`config.mk`:
```
export PLATFORM = sky130hd
export DESIGN_NAME = fetch_sched
export DESIGN_NICKNAME = d
export VERILOG_FILES = /design/src/rtl/fetch_sched.sv
export SDC_FILE = /design/constraint.sdc
export NUM_CORES = 1
export LEC_CHECK = 0
export ABC_CLOCK_PERIOD_IN_PS = 5100
export CAP_MARGIN = 20
export CORE_UTILIZATION = 45
export CTS_BUF_LIST = sky130_fd_sc_hd__clkbuf_8 sky130_fd_sc_hd__clkbuf_16
export CTS_CLUSTER_DIAMETER = 60
export DETAILED_ROUTE_END_ITERATION = 8
export PLACE_DENSITY = 0.85
export SYNTH_ARGS = -nofsm -noshare
export SYNTH_HDL_FRONTEND = slang
export SYNTH_SLANG_ARGS = --single-unit
```
`constraint.sdc`:
```
create_clock -name clk -period 5.1 [get_ports clk]
set_input_delay 1.02 -clock clk [delete_from_list [all_inputs] [get_ports clk]]
set_output_delay 1.02 -clock clk [all_outputs]
set_load 0.02 [all_outputs]
```
`src/rtl/fetch_sched.sv`:
```
// fetch_sched: instruction-fetch scheduler for the pipelined MIPS core.
// Owns the PC, drives the instruction-ROM word address and buffers fetched
// {pc, instr} pairs in a DEPTH-entry circular FIFO in front of decode.
// Optional feature macro: FETCH_ADDR_CHECK_EN (fetch address fault + HALT).
module fetch_sched #(
    parameter logic [31:0] PC_RESET  = 32'h0000_3000,
    parameter int unsigned ROM_WORDS = 1024,
    parameter int unsigned DEPTH     = 2
) (
    input  logic                         clk,
    input  logic                         reset,
    output logic [$clog2(ROM_WORDS)-1:0] rom_addr,
    input  logic [31:0]                  rom_data,
    input  logic                         redirect,
    input  logic [31:0]                  redirect_pc,
    input  logic                         id_ready,
    output logic                         id_valid,
    output logic [31:0]                  id_instr,
    output logic [31:0]                  id_pc,
    output logic [31:0]                  id_pc8,
    output logic                         fault
);

    localparam int unsigned AW = $clog2(ROM_WORDS);
    localparam int unsigned PW = $clog2(DEPTH);
    localparam int unsigned CW = $clog2(DEPTH + 1);

    typedef enum logic {
        RUN  = 1'b0,
        HALT = 1'b1
    } state_e;

    state_e          state_q, state_d;
    logic [31:0]     pc_q, pc_d;
    logic [PW-1:0]   rd_ptr_q, rd_ptr_d;
    logic [PW-1:0]   wr_ptr_q, wr_ptr_d;
    logic [CW-1:0]   count_q, count_d;
    logic            fault_q, fault_d;
    logic [31:0]     buf_pc_q    [DEPTH];
    logic [31:0]     buf_pc_d    [DEPTH];
    logic [31:0]     buf_instr_q [DEPTH];
    logic [31:0]     buf_instr_d [DEPTH];

    logic            run;
    logic            flush;
    logic            pop;
    logic            push;
    logic            bad_pc;
    logic [31:0]     pc_off;

    // Pointer advance with wrap modulo DEPTH (DEPTH need not be a power of two)
    function automatic logic [PW-1:0] ptr_inc(input logic [PW-1:0] p);
        return (p == PW'(DEPTH - 1)) ? '0 : p + PW'(1);
    endfunction

    assign pc_off   = pc_q - PC_RESET;
    assign rom_addr = pc_off[AW+1:2];

`ifdef FETCH_ADDR_CHECK_EN
    assign bad_pc = (pc_q[1:0] != 2'b00) |
                    ({1'b0, pc_off} >= (33'(ROM_WORDS) << 2));
    assign fault  = fault_q;
`else
    logic unused_pc_bits;
    assign bad_pc         = 1'b0;
    assign fault          = 1'b0;
    assign unused_pc_bits = ^{pc_off[31:AW+2], pc_off[1:0], fault_q};
`endif

    // FSM state register
    always_ff @(posedge clk) begin
        if (reset) state_q <= RUN;
        else       state_q <= state_d;
    end

    // FSM next state: only an address fault in RUN (without redirect) halts
    always_comb begin
        state_d = state_q;
        if (state_q == RUN && !redirect && bad_pc) state_d = HALT;
    end

    // FSM outputs: fetch activity is enabled only in RUN
    always_comb begin
        run = (state_q == RUN);
    end

    // Handshake and fetch qualifiers; redirect in HALT is ignored
    always_comb begin
        id_valid = (count_q != '0);
        pop      = id_valid & id_ready;
        flush    = run & redirect;
        push     = run & ~redirect & ((count_q < CW'(DEPTH)) | pop) & ~bad_pc;
    end

    // Next-state for PC, pointers, count, sticky fault and buffer contents
    always_comb begin
        pc_d        = pc_q;
        rd_ptr_d    = rd_ptr_q;
        wr_ptr_d    = wr_ptr_q;
        count_d     = count_q;
        fault_d     = fault_q | (run & ~redirect & bad_pc);
        buf_pc_d    = buf_pc_q;
        buf_instr_d = buf_instr_q;
        if (flush) begin
            pc_d     = redirect_pc;
            rd_ptr_d = '0;
            wr_ptr_d = '0;
            count_d  = '0;
        end else begin
            if (push) begin
                buf_pc_d[wr_ptr_q]    = pc_q;
                buf_instr_d[wr_ptr_q] = rom_data;
                wr_ptr_d              = ptr_inc(wr_ptr_q);
                pc_d                  = pc_q + 32'd4;
            end
            if (pop) rd_ptr_d = ptr_inc(rd_ptr_q);
            case ({push, pop})
                2'b10:   count_d = count_q + CW'(1);
                2'b01:   count_d = count_q - CW'(1);
                default: count_d = count_q;
            endcase
        end
    end

    // Control registers with synchronous reset
    always_ff @(posedge clk) begin
        if (reset) begin
            pc_q     <= PC_RESET;
            rd_ptr_q <= '0;
            wr_ptr_q <= '0;
            count_q  <= '0;
            fault_q  <= 1'b0;
        end else begin
            pc_q     <= pc_d;
            rd_ptr_q <= rd_ptr_d;
            wr_ptr_q <= wr_ptr_d;
            count_q  <= count_d;
            fault_q  <= fault_d;
        end
    end

    // Buffer storage; contents are only observed through the valid-gated head
    always_ff @(posedge clk) begin
        buf_pc_q    <= buf_pc_d;
        buf_instr_q <= buf_instr_d;
    end

    // Head-entry outputs, forced to 0/0/8 while empty so reset values are defined
    always_comb begin
        id_pc    = id_valid ? buf_pc_q[rd_ptr_q]    : '0;
        id_instr = id_valid ? buf_instr_q[rd_ptr_q] : '0;
        id_pc8   = id_pc + 32'd8;
    end

endmodule

```
==> results by group <==
Clock network
  – Resized Gates After CTS: 0
  – Insertion delay of the later-clocked pin in the worst-skew pair: 0.41 ns
  – Clock slew at reported path FFs: 0.06 ns
  – # clock sinks: 164
  – Longest Clk Path Bufs: 2
  – H-Tree Depth: 4
  – Postcts setup bufs: 0
  – CTS Root Cell: clkbuf_16
  – CTS Buf Count: 17
  – TritonCTS clock tree: built
  – Cts hold-fix bufs: 0

Yosys
  – Cell accounting for the most synthesized area: edfxtp_1
  – Mapped Avg Cell Area: 12.22 sq um
  – Top cells by count, synth: edfxtp_1 (128), nor2_1 (95), mux2i_1 (67)
  – Ranking of synthesized cells by area: edfxtp_1 (50%), dfxtp_1 (9.3%), mux2i_1 (8.7%)
  – Count leader, synth: edfxtp_1
  – Netlist cell types: 52
  – Net count after synthesis: 705
  – Synth async-reset ratio: 0
  – Post-synthesis register bit count: 164
  – Ys flop type: edfxtp_1
  – Mapped Cells: 634
  – Synthesis Warnings: 0
  – Sequential share of the synthesized area: 0.5891
  – EDFF count, synth: 128
  – Mapped Area: 0.007747 sq mm
  – Yosys top cell area share: 0.4961

Global route
  – Pin count of the biggest net entering global routing: 49
  – First-pass GRT wire length: 28230 um
  – Antenna violations before repair: 0
  – GRT overflow: 0
  – Vias in the first global route: 5287
  – GRT Total Usage: 0.2065

Floorplanning
  – Die Span Y: 133.2 um
  – Core Rows: 47
  – Ports: 176
  – Initial Util: 0.4639
  – Die area: 0.01774 sq mm
  – Chip Width: 133.2 um
  – Core area: 0.01670 sq mm

Detailed routing
  – Vias per inst: 5.333
  – Pre-Repair DR Iteration Count: 4
  – WL met3: 860 um
  – Via count: 5456
  – Drt wl/cell: 17.63 um
  – ANT nets after route: 0
  – Drt initial violations: 458
  – Wl on met1: 7705 um
  – WL final: 18030 um
  – # DRC: 0
  – Metal2 WL: 9011 um
  – Top Layer Used: met4

Layout
  – Layout Nets: 862
  – # diodes: 0
  – Ratio of cells with drive above 1 in the final layout: 0.08593
  – Core Util, Final: 0.6092
  – Area growth syn-to-layout: 31.33%

Power
  – PD cells: 320.1 mW/mm^2
  – Psw: 0.8107 mW
  – Combinational Power Share: 0.126
  – Max VDD drop: 0.2617 mV
  – Clk network pwr share: 0.389
  – Reg power frac: 0.484
  – Switch share: 0.2489
  – Static Leak: 3.373 nW
  – Internal power: 2.446 mW

Setup path
  – Largest fanout on the critical path: 34
  – Arrival @ worst endpoint: 3.77 ns
  – Critical Path RT: 4.08 ns
  – Critical Path End Type: primary output
  – Worst Setup Start Kind: register
  – Setup CP Type: reg2out
  – R2R depth: 8

Place
  – Port Buf Inserts: 174
  – DP HPWL: 12350 um
  – Routability Congestion: 0.7838

STA
  – Worst Clk Skew: 0.008516 ns
  – Worst slew pin tran: 0.9067 ns
  – Final hold violations: 0
  – Min Tclk post-route: 4.792 ns
  – Slew headroom: 0.3941
  – Hold Slack: 0.4688 ns
  – Final setup violation count: 0
  – Max Slew Vio Count: 0
  – Fmax: 0.2087 GHz
  – Setup Total Neg Slack: 0 ns
  – RSZ-0062 raised after global routing: false
  – Fin crit share: 0.9396

Min path
  – Hold path depth: 0
  – Hold crit path type: reg2reg

Status
  – Status: finished clean

Run
  – Max_cap viols: 0
[power by group through the flow]
stage          Sequential (mW)  Clock (mW)  Combinational [mW]
2_1_floorplan             1.58           0               0.234
3_3_place_gp              1.60           0               0.405
3_5_place_dp              1.60           0               0.409
4_1_cts                   1.58        1.28               0.414
5_1_grt                   1.58        1.33               0.440
6_report                  1.58        1.27               0.412
[cells in the final DEF (no fill, tap or decap), drive strengths merged, types with 7 or more instances in the layout]
| master | n |
|---|---|
| a211oi | 24 |
| a21oi | 9 |
| and4 | 7 |
| buf | 9 |
| clkbuf | 17 |
| clkdlybuf4s50 | 174 |
| dfxtp | 36 |
| edfxtp | 128 |
| inv | 18 |
| mux2i | 67 |
| nand2 | 40 |
| nand3 | 19 |
| nand3b | 8 |
| nand4 | 19 |
| nor2 | 96 |
| nor3 | 23 |
| nor4 | 14 |
| xnor2 | 39 |
| xor2 | 18 |
[registers in the layout (all words and copies together), names as in the netlist]
signal	cells
rd_ptr_q	1
wr_ptr_q	1
pc_q	32
buf_instr_q	64
buf_pc_q	64
count_q	2
[worst max-delay path, stage by stage, from the launching register on]
cell             delay [ns]
dfxtp_4                0.70
mux2i_1                0.24
nor2_1                 0.22
ha_1                   0.23
inv_1                  0.10
nor4_1                 0.31
nand4_1                0.31
nor3_1                 0.34
xor2_1                 0.26
clkdlybuf4s50_1        0.65
[cell families after synthesis]
logic type | Yosys count | synth area share
flip-flops | 164 | 0.5891
multiplexers | 68 | 0.08802
AND/OR/NAND/NOR | 238 | 0.1599
adder cells (fa/ha/maj) | 3 | 0.004845
AO/OA/AOI/OAI | 47 | 0.05136
other | 1 | 0.0004840
XOR/XNOR | 57 | 0.06444
buffers and inverters | 56 | 0.04183
[final cells by class]
cell class              count  area, sq um
inverters                  11        41.29
clock buffers              17        425.4
fillers                  1273         6526
multi-input cells         414         2875
flip-flops and latches    164         4568
well taps                 220        275.3
clock inverters            14        167.7
repair buffers            183         1822
[metrics by stage]
step / instances / instance area [sq um] / power (mW) / worst slack (ns)
floorplan: 634 / 7750 / 1.818 / 0.9677
global placement: 992 / 9582 / 2.003 / 0.9672
detailed placement: 992 / 9582 / 2.013 / 0.8663
CTS: 1023 / 10170 / 3.273 / 0.2625
global route: 1023 / 10170 / 3.357 / 0.04055
finish: 1023 / 10170 / 3.257 / 0.3079
[final timing paths]
check / start / endpoint / slack, ns
max: rd_ptr_q / id_pc8[25] / 0.31
min: pc_q[1] / buf_pc_q[1] / 0.47
max reg2reg: count_q[1] / count_q[1] / 2.18
min reg2reg: pc_q[1] / buf_pc_q[1] / 0.47
[metal layers]
| layer | vias to the layer above | GRT usage |
|---|---|---|
| met2 | 193 | 0.3444 |
| met5 | - | 0 |
| met4 | 0 | 0.08775 |
| li1 | 2613 | - |
| met3 | 35 | 0.03653 |
| met1 | 2615 | 0.2654 |
Note: power is estimated with default switching activity, not from simulation.
